`src/rtl/dec_exc_update_if.sv`:
```
// Scratch-memory bus between dec_exc_update and the decoder scratch RAM.
// The master issues reads/writes; the slave returns read data one cycle later.
interface dec_exc_update_if #(
    parameter int ADDR_W = 12,
    parameter int DATA_W = 32
);
    logic [DATA_W-1:0] memIn;
    logic [ADDR_W-1:0] memReadAddr;
    logic [ADDR_W-1:0] memWriteAddr;
    logic [DATA_W-1:0] memOut;
    logic              memWriteEn;

    modport master (
        input  memIn,
        output memReadAddr,
        output memWriteAddr,
        output memOut,
        output memWriteEn
    );

    modport slave (
        output memIn,
        input  memReadAddr,
        input  memWriteAddr,
        input  memOut,
        input  memWriteEn
    );
endinterface

```
`src/rtl/dec_exc_update.sv`:
```
// Decoder excitation update: exc[i] = round(L_shl(L_mac(L_mult(exc[i],gp),
// code[i], gc), 1)), done in place in scratch memory, one sample per 6 cycles.
module dec_exc_update #(
    parameter int ADDR_W = 12,
    parameter int DATA_W = 32
) (
    input  logic              clock,
    input  logic              reset,
    input  logic              start,
    input  logic [ADDR_W-1:0] exc_addr,
    input  logic [ADDR_W-1:0] code_addr,
    input  logic [15:0]       gain_pit,
    input  logic [15:0]       gain_code,
    input  logic [15:0]       L_SUBFR,
    dec_exc_update_if.master  mem,
    output logic              done
);

    typedef enum logic [2:0] {
        INIT,
        FOR_CHECK,
        RD_CODE,
        MULT,
        MAC,
        WRITE,
        INC,
        DONE
    } state_t;

    state_t            state_q;
    logic [15:0]       i_q;
    logic [15:0]       len_q;
    logic [15:0]       gp_q;
    logic [15:0]       gc_q;
    logic [ADDR_W-1:0] ea_q;
    logic [ADDR_W-1:0] ca_q;
    logic [15:0]       exc_q;
    logic [15:0]       code_q;
    logic [31:0]       ltemp_q;

    // Saturating 32-bit add: overflow only when operand signs agree
    // and the sum's sign differs from them.
    function automatic logic [31:0] l_add(input logic [31:0] a,
                                          input logic [31:0] b);
        logic [31:0] s;
        s = a + b;
        if (a[31] == b[31] && s[31] != a[31])
            return a[31] ? 32'h8000_0000 : 32'h7FFF_FFFF;
        return s;
    endfunction

    // 2*a*b; the only overflow case is (-1)*(-1) in Q15.
    function automatic logic [31:0] l_mult(input logic [15:0] a,
                                           input logic [15:0] b);
        logic signed [31:0] p;
        p = $signed(a) * $signed(b);
        if (p == 32'sh4000_0000)
            return 32'h7FFF_FFFF;
        return {p[30:0], 1'b0};
    endfunction

    // Left shift by one, saturating when bit 30 would become the sign.
    function automatic logic [31:0] l_shl1(input logic [31:0] x);
        if (x[31] != x[30])
            return x[31] ? 32'h8000_0000 : 32'h7FFF_FFFF;
        return {x[30:0], 1'b0};
    endfunction

    logic [31:0] shl_w;
    logic [31:0] rnd_w;
    logic [15:0] res_w;
    logic        unused_mem_hi;

    assign shl_w = l_shl1(ltemp_q);
    assign rnd_w = l_add(shl_w, 32'h0000_8000);
    assign res_w = rnd_w[31:16];
    assign unused_mem_hi = ^mem.memIn[DATA_W-1:16];

    // Sequencer: latches the job on start, then walks the 6-cycle
    // read-exc / read-code / mult / mac / write / increment loop.
    always_ff @(posedge clock) begin
        if (reset) begin
            state_q <= INIT;
            i_q     <= '0;
            len_q   <= '0;
            gp_q    <= '0;
            gc_q    <= '0;
            ea_q    <= '0;
            ca_q    <= '0;
            exc_q   <= '0;
            code_q  <= '0;
            ltemp_q <= '0;
        end else begin
            unique case (state_q)
                INIT: begin
                    i_q <= '0;
                    if (start) begin
                        gp_q    <= gain_pit;
                        gc_q    <= gain_code;
                        ea_q    <= exc_addr;
                        ca_q    <= code_addr;
                        len_q   <= L_SUBFR;
                        state_q <= FOR_CHECK;
                    end
                end
                FOR_CHECK: begin
                    state_q <= (i_q < len_q) ? RD_CODE : DONE;
                end
                RD_CODE: begin
                    exc_q   <= mem.memIn[15:0];
                    state_q <= MULT;
                end
                MULT: begin
                    code_q  <= mem.memIn[15:0];
                    ltemp_q <= l_mult(exc_q, gp_q);
                    state_q <= MAC;
                end
                MAC: begin
                    ltemp_q <= l_add(ltemp_q, l_mult(code_q, gc_q));
                    state_q <= WRITE;
                end
                WRITE: begin
                    state_q <= INC;
                end
                INC: begin
                    i_q     <= i_q + 16'd1;
                    state_q <= FOR_CHECK;
                end
                DONE: begin
                    state_q <= INIT;
                end
                default: begin
                    state_q <= INIT;
                end
            endcase
        end
    end

    // Bus outputs decode directly from the state; idle value is zero.
    always_comb begin
        mem.memReadAddr  = '0;
        mem.memWriteAddr = '0;
        mem.memOut       = '0;
        mem.memWriteEn   = 1'b0;
        done             = 1'b0;
        unique case (state_q)
            FOR_CHECK: begin
                if (i_q < len_q)
                    mem.memReadAddr = ea_q + i_q[ADDR_W-1:0];
            end
            RD_CODE: begin
                mem.memReadAddr = ca_q + i_q[ADDR_W-1:0];
            end
            WRITE: begin
                mem.memWriteAddr = ea_q + i_q[ADDR_W-1:0];
                mem.memOut       = {{(DATA_W-16){res_w[15]}}, res_w};
                mem.memWriteEn   = 1'b1;
            end
            DONE: begin
                done = 1'b1;
            end
            default: begin
            end
        endcase
    end

endmodule

```
`src/flat_wrapper.sv`:
```
// flat-port wrapper written by rule: the top's interface ports become plain ports
module dec_exc_update_flat 
#(
    parameter int ADDR_W = 12,
    parameter int DATA_W = 32
)
  (clock, reset, start, exc_addr, code_addr, gain_pit, gain_code, L_SUBFR, done, mem_memIn, mem_memReadAddr, mem_memWriteAddr, mem_memOut, mem_memWriteEn);
  dec_exc_update_if #(.ADDR_W(ADDR_W), .DATA_W(DATA_W)) mem_i ();
  input  logic clock;
  input  logic reset;
  input  logic start;
  input  logic [ADDR_W-1:0] exc_addr;
  input  logic [ADDR_W-1:0] code_addr;
  input  logic [15:0] gain_pit;
  input  logic [15:0] gain_code;
  input  logic [15:0] L_SUBFR;
  output logic done;
  input wire logic [$bits(mem_i.memIn)-1:0] mem_memIn;
  output wire logic [$bits(mem_i.memReadAddr)-1:0] mem_memReadAddr;
  output wire logic [$bits(mem_i.memWriteAddr)-1:0] mem_memWriteAddr;
  output wire logic [$bits(mem_i.memOut)-1:0] mem_memOut;
  output wire logic [$bits(mem_i.memWriteEn)-1:0] mem_memWriteEn;
  assign mem_i.memIn = mem_memIn;
  assign mem_memReadAddr = mem_i.memReadAddr;
  assign mem_memWriteAddr = mem_i.memWriteAddr;
  assign mem_memOut = mem_i.memOut;
  assign mem_memWriteEn = mem_i.memWriteEn;
  dec_exc_update #(.ADDR_W(ADDR_W), .DATA_W(DATA_W)) u_core (.clock(clock), .reset(reset), .start(start), .exc_addr(exc_addr), .code_addr(code_addr), .gain_pit(gain_pit), .gain_code(gain_code), .L_SUBFR(L_SUBFR), .mem(mem_i), .done(done));
endmodule
```
`config.mk`:
```
export PLATFORM = sky130hd
export DESIGN_NAME = dec_exc_update_flat
export DESIGN_NICKNAME = d
export VERILOG_FILES = /design/src/rtl/dec_exc_update_if.sv /design/src/rtl/dec_exc_update.sv /design/src/flat_wrapper.sv
export SDC_FILE = /design/constraint.sdc
export NUM_CORES = 2
export LEC_CHECK = 0
export ABC_AREA = 1
export BUFFER_PORTS_ARGS = -buffer_cell sky130_fd_sc_hd__buf_2
export CORE_MARGIN = 4
export CORE_UTILIZATION = 35
export CTS_BUF_LIST = sky130_fd_sc_hd__clkbuf_4
export DETAILED_ROUTE_END_ITERATION = 8
export HOLD_SLACK_MARGIN = 0.03
export PLACE_DENSITY = 0.48
export SLEW_MARGIN = 5
export SYNTH_ARGS = -nofsm -noshare
export SYNTH_HDL_FRONTEND = slang
export SYNTH_SLANG_ARGS = --single-unit
```
`constraint.sdc`:
```
create_clock -name clock -period 15.3 [get_ports clock]
set_clock_uncertainty 0.1 [all_clocks]
set_input_delay 0.765 -clock clock [delete_from_list [all_inputs] [get_ports clock]]
set_output_delay 0.765 -clock clock [all_outputs]
set_load 0.1 [all_outputs]
```
== Yosys cells after proc, flatten, opt, wreduce, memory -nomap -nowiden ==
Index checks and enable logic that the tools add are counted.

* Flip-flop bits (word level): 155
* Output and inout port bits: 58

* $add $sub $neg: 5
* Multiply operators: 2
* $lt $le $gt $ge: 1
* Equality and inequality tests: 14
* Multiplexer cells: 36
* Bitwise gates (word level): 1
* Reduce and logical (&&, ||, !) cells: 6

{| class="wikitable"
|+ Operators by type and width
! cell !! count
|-
| two-way mux 32 bit || 15
|-
| == test 32 bit (second input constant) || 2
|-
| multiplier 16 x 16 -> 32 bit || 2
|-
| case mux 32 bit (2 select lines) || 1
|-
| adder 32 x 16 -> 32 bit (second input constant) || 1
|-
| adder 32 bit || 1
|-
| case mux 16 bit (2 select lines) || 1
|-
| adder 12 bit || 2
|-
| two-way mux 12 bit || 2
|-
| case mux 12 bit (2 select lines) || 1
|-
| case mux 3 bit (8 select lines) || 1
|-
| adder 16 x 1 -> 16 bit (second input constant) || 1
|-
| < comparator 16 bit || 1
|-
| two-way mux 1 bit || 13
|-
| == test 3 bit (second input constant) || 4
|-
| == test 3 x 2 -> 1 bit (second input constant) || 2
|-
| two-way mux 3 bit || 2
|-
| nonzero test 2 bit || 2
|-
| == test 3 x 1 -> 1 bit (second input constant) || 1
|-
| logical NOT 3 bit || 1
|-
| inequality test 1 bit || 3
|-
| logical AND 1 bit || 2
|-
| inequality test 2 bit (second input constant) || 1
|-
| AND reduction 2 bit || 1
|-
| 2 further kinds || 2
|}

== Longest topological paths before layout ==
* Depth after elaboration: 16
* Mapped depth: 51

== Worst setup path before layout ==
Ideal clock, no wire load.

* Kind: register to register
* Start point: register u_core.code_q[15]
* End point: register u_core.ltemp_q[20]
* Library setup time: 0.110 ns
* Data arrival time: 8.254 ns
* Data required time: 15.090 ns
* Slack: 6.836 ns
* Cell stages (with the launch flop): 46
* Buffers on the path: 5
* Cell sequence: dfxtp_1 > clkbuf_1 > clkbuf_1 > nand2_1 > inv_1 > fa_1 > fa_1 > fa_1 > fa_1 > fa_1 > inv_1 > fa_1 > inv_1 > ha_1 > nand2_1 > nor2_1 > inv_1 > nor2_2 > [10 not listed] > a21oi_1 > nand2_1 > a21oi_1 > inv_1 > nand2_1 > nand2_1 > a21boi_1 > o211ai_1 > nand2_1 > nand3_1 > nand4_1 > inv_1 > nor2_1 > buf_2 > buf_2 > nand3_1 > nand2_1 > inv_1

* Word-level cells in the longest chain between the ends: 16
* Elaborated cells between the ends (all ways): 17

{| class="wikitable"
|+ RTL lines
! element !! RTL line !! text
|-
| start: declaration || dec_exc_update.sv:38 || <nowiki>logic [15:0] code_q;</nowiki>
|-
| start signal: assignment || dec_exc_update.sv:114 || <nowiki>code_q <= mem.memIn[15:0];</nowiki>
|-
| multiplier 16 x 16 -> 32 bit * || dec_exc_update.sv:56 || <nowiki>p = $signed(a) * $signed(b);</nowiki>
|-
| == test 32 bit || dec_exc_update.sv:57 || <nowiki>if (p == 32'sh4000_0000)</nowiki>
|-
| two-way mux 1 bit || dec_exc_update.sv:57 ||
|-
| two-way mux 1 bit || dec_exc_update.sv:94 || <nowiki>unique case (state_q)</nowiki>
|-
| two-way mux 1 bit || dec_exc_update.sv:82 || <nowiki>if (reset) begin</nowiki>
|-
| two-way mux 32 bit * || dec_exc_update.sv:59 || <nowiki>return {p[30:0], 1'b0};</nowiki>
|-
| two-way mux 32 bit * || dec_exc_update.sv:94 ||
|-
| two-way mux 32 bit * || dec_exc_update.sv:82 ||
|-
| adder 32 bit || dec_exc_update.sv:46 || <nowiki>s = a + b;</nowiki>
|-
| inequality test 1 bit || dec_exc_update.sv:47 || <nowiki>if (a[31] == b[31] && s[31] != a[31])</nowiki>
|-
| logical AND 1 bit || dec_exc_update.sv:47 ||
|-
| two-way mux 1 bit || dec_exc_update.sv:47 ||
|-
| two-way mux 1 bit || dec_exc_update.sv:94 ||
|-
| two-way mux 1 bit || dec_exc_update.sv:82 ||
|-
| two-way mux 32 bit * || dec_exc_update.sv:49 || <nowiki>return s;</nowiki>
|-
| case mux 32 bit (2 select lines) * || dec_exc_update.sv:94 ||
|-
| end signal: assignment || dec_exc_update.sv:115 || <nowiki>ltemp_q <= l_mult(exc_q, gp_q);</nowiki>
|-
| end signal: assignment || dec_exc_update.sv:119 || <nowiki>ltemp_q <= l_add(ltemp_q, l_mult(code_q, gc_q));</nowiki>
|-
| end: declaration || dec_exc_update.sv:39 || <nowiki>logic [31:0] ltemp_q;</nowiki>
|}

Mark *: on every way between the ends. The rest lies on a longest branch, timed or not. The select of a mux whose other input is x is not followed.
A chain may end at the register's enable or synchronous reset.

== Worst setup path in the final report ==
* Start point: register u_core.gc_q[1]
* End point: register u_core.ltemp_q[10]

* Word-level cells in the longest chain between the ends: 16
* Elaborated cells between the ends (all ways): 17

{| class="wikitable"
|+ RTL lines
! element !! RTL line !! text
|-
| start: declaration || dec_exc_update.sv:34 || <nowiki>logic [15:0] gc_q;</nowiki>
|-
| start signal: assignment || dec_exc_update.sv:99 || <nowiki>gc_q <= gain_code;</nowiki>
|-
| multiplier 16 x 16 -> 32 bit * || dec_exc_update.sv:56 ||
|-
| == test 32 bit || dec_exc_update.sv:57 ||
|-
| two-way mux 1 bit || dec_exc_update.sv:57 ||
|-
| two-way mux 1 bit || dec_exc_update.sv:94 ||
|-
| two-way mux 1 bit || dec_exc_update.sv:82 ||
|-
| two-way mux 32 bit * || dec_exc_update.sv:59 ||
|-
| two-way mux 32 bit * || dec_exc_update.sv:94 ||
|-
| two-way mux 32 bit * || dec_exc_update.sv:82 ||
|-
| adder 32 bit || dec_exc_update.sv:46 ||
|-
| inequality test 1 bit || dec_exc_update.sv:47 ||
|-
| logical AND 1 bit || dec_exc_update.sv:47 ||
|-
| two-way mux 1 bit || dec_exc_update.sv:47 ||
|-
| two-way mux 1 bit || dec_exc_update.sv:94 ||
|-
| two-way mux 1 bit || dec_exc_update.sv:82 ||
|-
| two-way mux 32 bit * || dec_exc_update.sv:49 ||
|-
| case mux 32 bit (2 select lines) * || dec_exc_update.sv:94 ||
|}

Marks and branches as above.

==> reports/metrics.cfg <==
[outcome]
status=finished, final reports clean

[place]
pre_cts_ws_ns=4.98
portBuffers=148
placed_cells=5476
place_area_um2=32900
dp_hpwl_mm=73.4
gp_congestion=0.879

[power]
fin_total_pwr_mw=1.71
p_leak_nw=18.4
max-vdd-ir-drop_mv=0.0479
power.density_nw_per_um2=51.4

[global_route]
grt_usage=0.195
antenna_found_initial=7
grt_max_degree=82
grt.overflow.total=0
grt_pass1_vias=26800
grt_pass1_wl_mm=146

[timing]
layout_setup_ws_ns=5.04
tightest_slew_ns=1.16
tns_ns=0
slew_headroom=0.219
hold_violations=0
finalSetupViolCount=0
fin_crit_ns=10.26
min_period_over_period=0.671
timing.fmax_mhz=97.4
whs_ns=0.194
final-max-slew-violation-count=0
rsz0062_at_grt=false

[detailed_routing]
drc_errors=0
drt-initial-drc-count=1345
firstDrtPassIters=6
vias=25900
viasPerCell=4.69
ant_nets=0
wl_mm=88.7
wire_per_inst_um=16.1

[synth]
ys_seq_area_frac=0.0990
yosysUniqueCellTypes=51
syn_inst=4342
avgSynthCellArea_um2=7.22
yosys-top-cells-area=fa_1 34%, nand2_1 13%, inv_1 13%, dfxtp_1 9.9%, ha_1 9.4%
ys_async_sr_fraction=0
synth_fp_nets=5212
synth.top_cell.area_share=0.337
synth-edff-count=0
ys_seq_elements=155
yosys_warnings=0
synth.most_common_cell=nand2_1
ys.flop_type=dfxtp_1
yosysTopAreaCell=fa_1
netlist_top_cells_count=1102 x nand2_1, 1089 x inv_1, 527 x fa_1
synthesis.area_um2=31300

[finish]
final_core_util=0.375
syn_to_final_growth_pct=5.98
fin_nets=5200
final_cells=5513
finalInstanceArea_um2=33200
drive_gt1_frac=0.0585

[critical_path]
critPathBufInv=9
crit_top_cell=nand2_1
worstSetupPathType=reg2reg
cp_top_family=adder cells
cp_slowest_cell=fa_1
cp_max_fo=31
cp_slowest_stage_delay_ns=1.02
endpoint_kind=flip-flop
worstPathRequired_ns=15.81
crit_path_start_kind=flip-flop
arrival_ns=10.78

[clocking]
hold_buffers=0
ctsResizeCount=0
cts_tree=yes
clockBufferDepth=2
cts-root-buf=clkbuf_4
clock_sinks=155
clk_latency_ns=0.72
clk_pin_slew_worst_paths_ns=0.18
cts_buffers=17
postCtsSetupBuffers=0
cts_htree_levels=4

[run]
drv_cap=0

[die]
initial_core_util=0.354
rows=109
die_width_um=307
ios=165
fp.coreArea_um2=88600
die_h_um=307
fp.dieArea_um2=94400

[hold_path]
hold_class=in2reg

state kept, by name, indices dropped and copies added (netlist names):
register and cells:
u_core.ltemp_q 32, u_core.exc_q 16, u_core.state_q 3, u_core.i_q 16, u_core.ca_q 12, u_core.gp_q 16, u_core.len_q 16, u_core.gc_q 16
u_core.ea_q 12, u_core.code_q 16
layer usage:
metal	wire length [µm]	global-route usage	vias up
met1	42200	0.268	12500
met5	21	0	-
li1	-	-	12800
met2	41500	0.330	425
met4	1190	0.0363	4
met3	3790	0.0285	65
cell families (layout without fill, tap and decap cells):
| kind of cell | count (synthesis) | count (layout) | synth area share |
|---|---|---|---|
| buffers and inverters | 1306 | 1307 | 0.159 |
| adders and majority gates | 763 | 763 | 0.431 |
| DFF | 155 | 155 | 0.0990 |
| xor gates and xnor gates | 99 | 99 | 0.0279 |
| AOI/OAI and AO/OA | 421 | 421 | 0.0749 |
| other | 0 | 5 | 0 |
| and+or+nand+nor | 1598 | 1598 | 0.208 |
cell usage in the layout (no fill, tap or decap), types with 23 or more instances in the layout:
master,count
a21oi_1,209
buf_2,148
buf_4,28
dfxtp_1,155
fa_1,527
ha_1,236
inv_1,1089
nand2_1,1101
nand3_1,179
nand4_1,36
nor2_1,203
nor3_1,23
o21ai_0,117
xnor2_1,49
xor2_1,49
power by group:
| part | leakage (nW) | switching, mW | internal (mW) |
|---|---|---|---|
| Combinational | 17.0 | 0.589 | 0.310 |
| Sequential | 1.26 | 0.0803 | 0.434 |
| Clock | 0.168 | 0.200 | 0.0928 |
| Total | 18.4 | 0.869 | 0.837 |
cell type report:
cell class | count | area [µm²]
Fill cell | 9621 | 55400
Multi-Input combinational cell | 2881 | 23300
Inverter | 1099 | 4130
Sequential cell | 155 | 3100
Tap cell | 1165 | 1460
Timing Repair Buffer | 176 | 951
Clock inverter | 14 | 168
Clock buffer | 18 | 135
Antenna cell | 5 | 12.5
path summary, 6_finish.rpt:
kind | startpoint | depth (start not counted) | slack (ns) | end
worst max register to register | u_core.gc_q[1]$_SDFFE_PP0P_ | 43 | 5.04 | u_core.ltemp_q[10]$_SDFFE_PP0P_
worst min register to register | u_core.len_q[13]$_SDFFE_PP0P_ | 2 | 0.37 | u_core.len_q[13]$_SDFFE_PP0P_
worst max-delay path | u_core.gc_q[1]$_SDFFE_PP0P_ | 43 | 5.04 | u_core.ltemp_q[10]$_SDFFE_PP0P_
worst min-delay path | L_SUBFR[0] | 3 | 0.19 | u_core.len_q[0]$_SDFFE_PP0P_
tightest hold or removal path: stages:
cell and delay, ns:
buf_2 0.10, nand3_1 0.07, a21oi_1 0.06
(Power assumes the default switching activity.)
